### config.mk
export PLATFORM = sky130hd
export DESIGN_NAME = hamming_encoder
export DESIGN_NICKNAME = d
export VERILOG_FILES = /design/src/rtl/hamming_pkg.sv /design/src/rtl/hamming74_parity.sv /design/src/rtl/hamming_encoder.sv
export SDC_FILE = /design/constraint.sdc
export NUM_CORES = 1
export LEC_CHECK = 0
export CAP_MARGIN = 30
export CORE_AREA = 4 4 41 43
export CTS_CLUSTER_SIZE = 25
export DETAILED_ROUTE_END_ITERATION = 12
export DIE_AREA = 0 0 45 47
export SKIP_CTS_REPAIR_TIMING = 1
export SLEW_MARGIN = 25
export SYNTH_ARGS = -nofsm -noshare
export SYNTH_HDL_FRONTEND = slang
export SYNTH_SLANG_ARGS = --single-unit
### constraint.sdc
create_clock -name clk -period 1 [get_ports clk]
set_input_delay 0.15 -clock clk [delete_from_list [all_inputs] [get_ports clk]]
set_output_delay 0.15 -clock clk [all_outputs]
set_load 0.005 [all_outputs]
### src/rtl/hamming_pkg.sv
// Shared Hamming(7,4) definitions: widths, parity masks and the codeword position map.
// The decoder imports this too, so both sides agree on bit ordering.
package hamming_pkg;

  localparam int unsigned MSG_W = 4;
  localparam int unsigned CW_W  = 7;

  typedef logic [MSG_W-1:0] msg_t;
  typedef logic [CW_W-1:0]  cw_t;

  // Parity masks select the message bits (d1 = bit 0) covered by each parity bit.
  localparam msg_t P1_MASK = 4'b1011;
  localparam msg_t P2_MASK = 4'b1101;
  localparam msg_t P4_MASK = 4'b1110;

  // Codeword bit index of each parity bit (Hamming position minus one).
  localparam int unsigned P1_POS = 0;
  localparam int unsigned P2_POS = 1;
  localparam int unsigned P4_POS = 3;

  // Codeword bit index of d1..d4.
  localparam int unsigned DATA_POS [MSG_W] = '{2, 4, 5, 6};

endpackage

### src/rtl/hamming74_parity.sv
// Combinational Hamming(7,4) word builder: places data bits and computes parity.
// Reusable by the decoder for syndrome generation.
module hamming74_parity
  import hamming_pkg::*;
(
  input  logic [MSG_W-1:0] message,
  output logic [CW_W-1:0]  code
);

  always_comb begin
    // NOTE: every bit gets a default before the conditional writes, so no latch is inferred.
    code = '0;
    for (int i = 0; i < int'(MSG_W); i++) begin
      code[DATA_POS[i]] = message[i];
    end
    code[P1_POS] = ^(message & P1_MASK);
    code[P2_POS] = ^(message & P2_MASK);
    code[P4_POS] = ^(message & P4_MASK);
  end

endmodule

### src/rtl/hamming_encoder.sv
// Registered Hamming(7,4) encoder with valid/ready on both sides and one output stage.
// A new word can load in the same cycle the held word is consumed.
module hamming_encoder
  import hamming_pkg::*;
(
  input  logic             clk,
  input  logic             rst_n,
  input  logic             in_valid,
  output logic             in_ready,
  input  logic [MSG_W-1:0] message,
  output logic             out_valid,
  input  logic             out_ready,
  output logic [CW_W-1:0]  codeword
);

  logic            out_valid_d, out_valid_q;
  logic [CW_W-1:0] codeword_d, codeword_q;
  logic [CW_W-1:0] encoded;
  logic            accept;

  hamming74_parity u_parity (
    .message (message),
    .code    (encoded)
  );

  assign in_ready = !out_valid_q || out_ready;
  assign accept   = in_valid && in_ready;

  always_comb begin
    out_valid_d = out_valid_q;
    codeword_d  = codeword_q;
    if (accept) begin
      out_valid_d = 1'b1;
      codeword_d  = encoded;
    end else if (out_ready) begin
      out_valid_d = 1'b0;
    end
  end

  // NOTE: state flops use non-blocking assignments so every flop samples pre-edge values.
  always_ff @(posedge clk or negedge rst_n) begin
    if (!rst_n) begin
      out_valid_q <= 1'b0;
      codeword_q  <= '0;
    end else begin
      out_valid_q <= out_valid_d;
      codeword_q  <= codeword_d;
    end
  end

  assign out_valid = out_valid_q;
  assign codeword  = codeword_q;

endmodule

After elaboration in Yosys (flattened, before gate mapping)
Index checks and enable logic that the tools add are counted.
Widths: inputs -> output; s select.
{"block": "word_totals", "register_bits": 8, "latch_bits": 0, "ramBits": 0, "romBits": 0, "inputBits": 8, "out_inout_bits": 9, "elab_cells": 11, "mem_count": 0}
{"block": "classes", "add_sub_neg": 0, "n_mul": 0, "div_mod_pow": 0, "magnitude_cmp": 0, "n_eq_ne": 0, "shift": 0, "muxes": 2, "bitwise_logic": 0, "reduce_logical": 7}
{"operator": "$reduce_xor 4->1", "n": 3}
{"operator": "$mux 1", "n": 2}
{"operator": "$reduce_bool 2->1", "n": 1}
{"operator": "$logic_and 1x1->1", "n": 1}
{"operator": "$logic_not 1->1", "n": 1}
{"operator": "$logic_or 1x1->1", "n": 1}

Depth between registers and ports, before layout
{"block": "logic_depth", "depth_word": 4, "depth_mapped": 3, "depth_no_buf": 3}

Modules after synthesis
Synthesis repeated with hierarchy kept, for this count alone.
{"block": "unflattened", "cells_unflattened": 25, "area_unflattened_um2": 439.2}
{"mod": "hamming_encoder", "instances": 1, "cells_each": 18, "area_each_um2": 337.8, "seq_area_each_um2": 200.2}
{"mod": "hamming74_parity", "instances": 1, "cells_each": 7, "area_each_um2": 101.3, "seq_area_each_um2": 0.0}

Least setup slack after synthesis
Ideal clock, no wire load.
{"block": "synth_timing", "path_kind": "register to register", "from": "reg out_valid_q, in the netlist out_valid", "to": "reg codeword_q[0], in the netlist codeword[0]", "setup_ns": 0.125, "arrival_ns": 0.932, "t_required_ns": 0.875, "path_slack_ns": -0.056, "stages_incl_launch_ff": 4, "path_buffers": 0, "period_less_slack_ns": 1.056, "cell_sequence": "dfrtp_1 > nand2b_1 > nand2_2 > mux2_2"}
{"block": "synth_between", "elab_chain_cells": 3}
{"item": "start, declared", "line_no": "hamming_encoder.sv:16", "text": "logic out_valid_d, out_valid_q;"}
{"item": "start signal, assigned", "line_no": "hamming_encoder.sv:46", "text": "out_valid_q <= out_valid_d;"}
{"item": "$logic_not 1->1", "line_no": "hamming_encoder.sv:26", "text": "assign in_ready = !out_valid_q || out_ready;"}
{"item": "$logic_or 1x1->1", "line_no": "hamming_encoder.sv:26"}
{"item": "via in_ready", "line_no": "hamming_encoder.sv:9", "text": "output logic in_ready,"}
{"item": "$logic_and 1x1->1", "line_no": "hamming_encoder.sv:27", "text": "assign accept = in_valid && in_ready;"}
{"item": "end signal, assigned", "line_no": "hamming_encoder.sv:47", "text": "codeword_q <= codeword_d;"}
{"item": "end, declared", "line_no": "hamming_encoder.sv:17", "text": "logic [CW_W-1:0] codeword_d, codeword_q;"}
The timed path passes the listed nets, and every way through them passes these cells.
A chain may end at the register's enable or synchronous reset.

Worst setup path after layout
{"block": "layout_timing", "from": "in out_ready", "to": "reg codeword_q[0], in the netlist codeword[0]"}
{"block": "layout_between", "elab_chain_cells": 2}
{"item": "start, declared", "line_no": "hamming_encoder.sv:12", "text": "input logic out_ready,"}
{"item": "$logic_or 1x1->1", "line_no": "hamming_encoder.sv:26"}
{"item": "$logic_and 1x1->1", "line_no": "hamming_encoder.sv:27"}
Every way passes these cells.

==> impl_metrics.csv <==
group,metric,value,unit
yosys,ys_top_cells_by_area,"dfrtp_1 57%, mux2_2 23%, xnor2_1 10%",
placement,dp_cells,54,
finish,diodes,0,
clocking,root_buffer,"clkbuf_4",
timing,finalWorstSetupSlack,-0.104,ns
routing,drt_iter0_drc,0,
yosys,synth_commonest_cells,"8 x dfrtp_1, 7 x mux2_2, 4 x xnor2_1",
critical_path,worstPathRequired,1.13,ns
clocking,cts_sinks,8,
routing,via_per_inst,4.24,
grt,antenna_found_initial,0,
timing,worst_pin_slew,0.346,ns
yosys,synth_compound_area_share,0,%
routing,routed_wl,724,um
yosys,synthFlopType,"dfrtp_1",
timing,relSlewSlack,76.9,%
power_and_ir_drop,pwr-share-clk,25.5,%
power_and_ir_drop,powerDensity,1490,nW/um^2
routing,drcViolationCount,0,
yosys,yosys.area.top_type,"dfrtp_1",
clocking,insertion_delay,0.25,ns
timing,skew,0.0000786,ns
yosys,synth_seq_cells,8,
yosys,synth_cell_type_count,6,
timing,finalSetupViolCount,8,
power_and_ir_drop,seqPwrFrac,44.1,%
clocking,clk_path_buf_depth,2,
finish,final_area,626,sq um
finish,instances_no_fill,58,
yosys,synth_top_area_share,57.3,%
critical_path,worstPathArrival,1.24,ns
yosys,yosysMostFrequentCell,"dfrtp_1",
die,die_y,47,um
yosys,synth_cells,23,
placement,port_buffers,16,
critical_path,r2r.worst_path.cells,4,
outcome,status,"complete, but fails checks",
timing,rsz0062_at_grt,"yes",
timing,fin_crit_sh,110,%
finish,nFillCells,137,
yosys,synthXorXnorAreaFrac,14.7,%
routing,routedWlPerCell,12.5,um
die,start_util,26.8,%
yosys,synth-seq-area-share,57.3,%
power_and_ir_drop,p_sw,217,uW
timing,hold_viol_final,0,
power_and_ir_drop,internal_power,713,uW
finish,area_delta_synth_final,79.2,%
hold_path,hp-class,"in2async",
power_and_ir_drop,power.share.switching,23.3,%
yosys,netlist_area,349,sq um
critical_path,cp-start-kind,"primary input",
routing,route.vias.total,246,
timing,setup_tns,-0.629,ns
yosys,synth_mux_area_share,22.6,%
routing,ant_nets,0,
die,die_w,45,um
finish,drive_gt1_share,32.6,%
timing,min_period,1.10,ns
power_and_ir_drop,p_comb_share,30.3,%
critical_path,reg2reg_from,"out_valid",
clocking,cts_max_level,1,
grt,grt_util_all_layers,8.24,%
placement,gp_congestion,0.664,
critical_path,path_max_fanout,7,
grt,grt_pass1_wl,1210,um
critical_path,rrSetupSlack,-0.09,ns
flow_run,drv_cap,0,
critical_path,cp-end-kind,"flop",
placement,place_area,528,sq um
yosys,synth.avg_cell_area,15.2,sq um
clocking,path_clk_slew,0.05,ns
die,rows,13,
power_and_ir_drop,p_leak,0.000350,uW
yosys,synth_nets,31,
yosys,ys_async_sr_fraction,100,%
die,die_area,2120,sq um
yosys,yosys_warnings,0,
grt,grt_pass1_vias,295,
timing,fmax,906,MHz
yosys,synthAdderAreaFrac,0,%
finish,multiInputGateArea,185,sq um
routing,drt_first_pass_iters,1,
clocking,cts_tree,"yes",
outcome,violations,"setup timing",
timing,slew_viol_final,0,
clocking,cts_inserted_buffers,3,
die,core,1300,sq um
critical_path,path_class,"in2reg",
grt,grt_max_degree,9,
power_and_ir_drop,ir_drop,0.733,mV
finish,fin_nets,53,
grt,grt_overflow,0,
finish,register_area,200,sq um
yosys,synth-simple-area-share,5.38,%
yosys,synth_top_family_by_area,"multiplexers",
die,pin_count,17,
critical_path,r2r_end,"codeword[0]",
yosys,synth_enable_flop_cells,0,
==> how the worst max path moves through the flow <==
| stage | from | depth (start not counted) | slack (ns) | end |
|---|---|---|---|---|
| floorplan | out_valid | 3 | -0.05 | codeword[0] |
| global placement | out_ready | 3 | -0.41 | in_ready |
| detailed placement | out_ready | 3 | -0.42 | in_ready |
| CTS | out_ready | 3 | -0.43 | in_ready |
| global route | out_valid | 4 | -0.14 | codeword[0] |
| finish | out_ready | 5 | -0.10 | codeword[0] |
==> cell families after synthesis <==
logic type	after synthesis
simple gates	3
mux	7
flops	8
xor+xnor	5
==> power groups by stage <==
stage	clock network (uW)	registers, uW	logic [uW]
finish	238	410	282
global route	262	419	306
CTS	252	410	270
detailed placement	0	415	268
global placement	0	410	266
floorplan	0	417	91.1
==> layer usage <==
metal | GRT usage (%) | wire length [um]
met1 | 8.49 | 276
met2 | 14.1 | 356
met3 | 4.21 | 90
met4 | 3.51 | 0
met5 | 0 | 0
==> layout by cell type, fill, tap and decap left out, types with 3 or more instances in the layout <==
cell	netlist	layout
dlymetal6s2s_1	0	11
mux2_4	0	4
clkbuf_4	0	3
dfrtp_1	8	8
xnor2_1	4	4
mux2_2	7	3
clkdlybuf4s50_1	0	5
==> area by class of cell <==
type                            instances  area share [%]
Sequential cell                         8            32.0
Timing Repair Buffer                   17            31.8
Multi-Input combinational cell         15            29.6
Clock buffer                            3            3.60
Tap cell                               15            3.00
==> stage by stage <==
stage	worst slack [ns]	hold WS, ns	power [uW]	util (%)
2_1_floorplan	-0.0481	-0.146	508	-
3_3_place_gp	-0.408	0.443	676	40.6
3_5_place_dp	-0.421	0.449	683	40.6
4_1_cts	-0.431	0.175	932	42.3
5_1_grt	-0.136	0.192	988	48.1
6_report	-0.104	0.172	930	48.1
==> critical path, cell delays in order <==
cell and delay, ns:
clkdlybuf4s50_1 0.40, nand2b_4 0.15, buf_6 0.12, nand2_8 0.08, mux2_2 0.33
==> state kept, by name, indices dropped and copies added, names as in the netlist <==
register	cells
codeword	7
out_valid	1
Power figures use the tool's default switching activity.
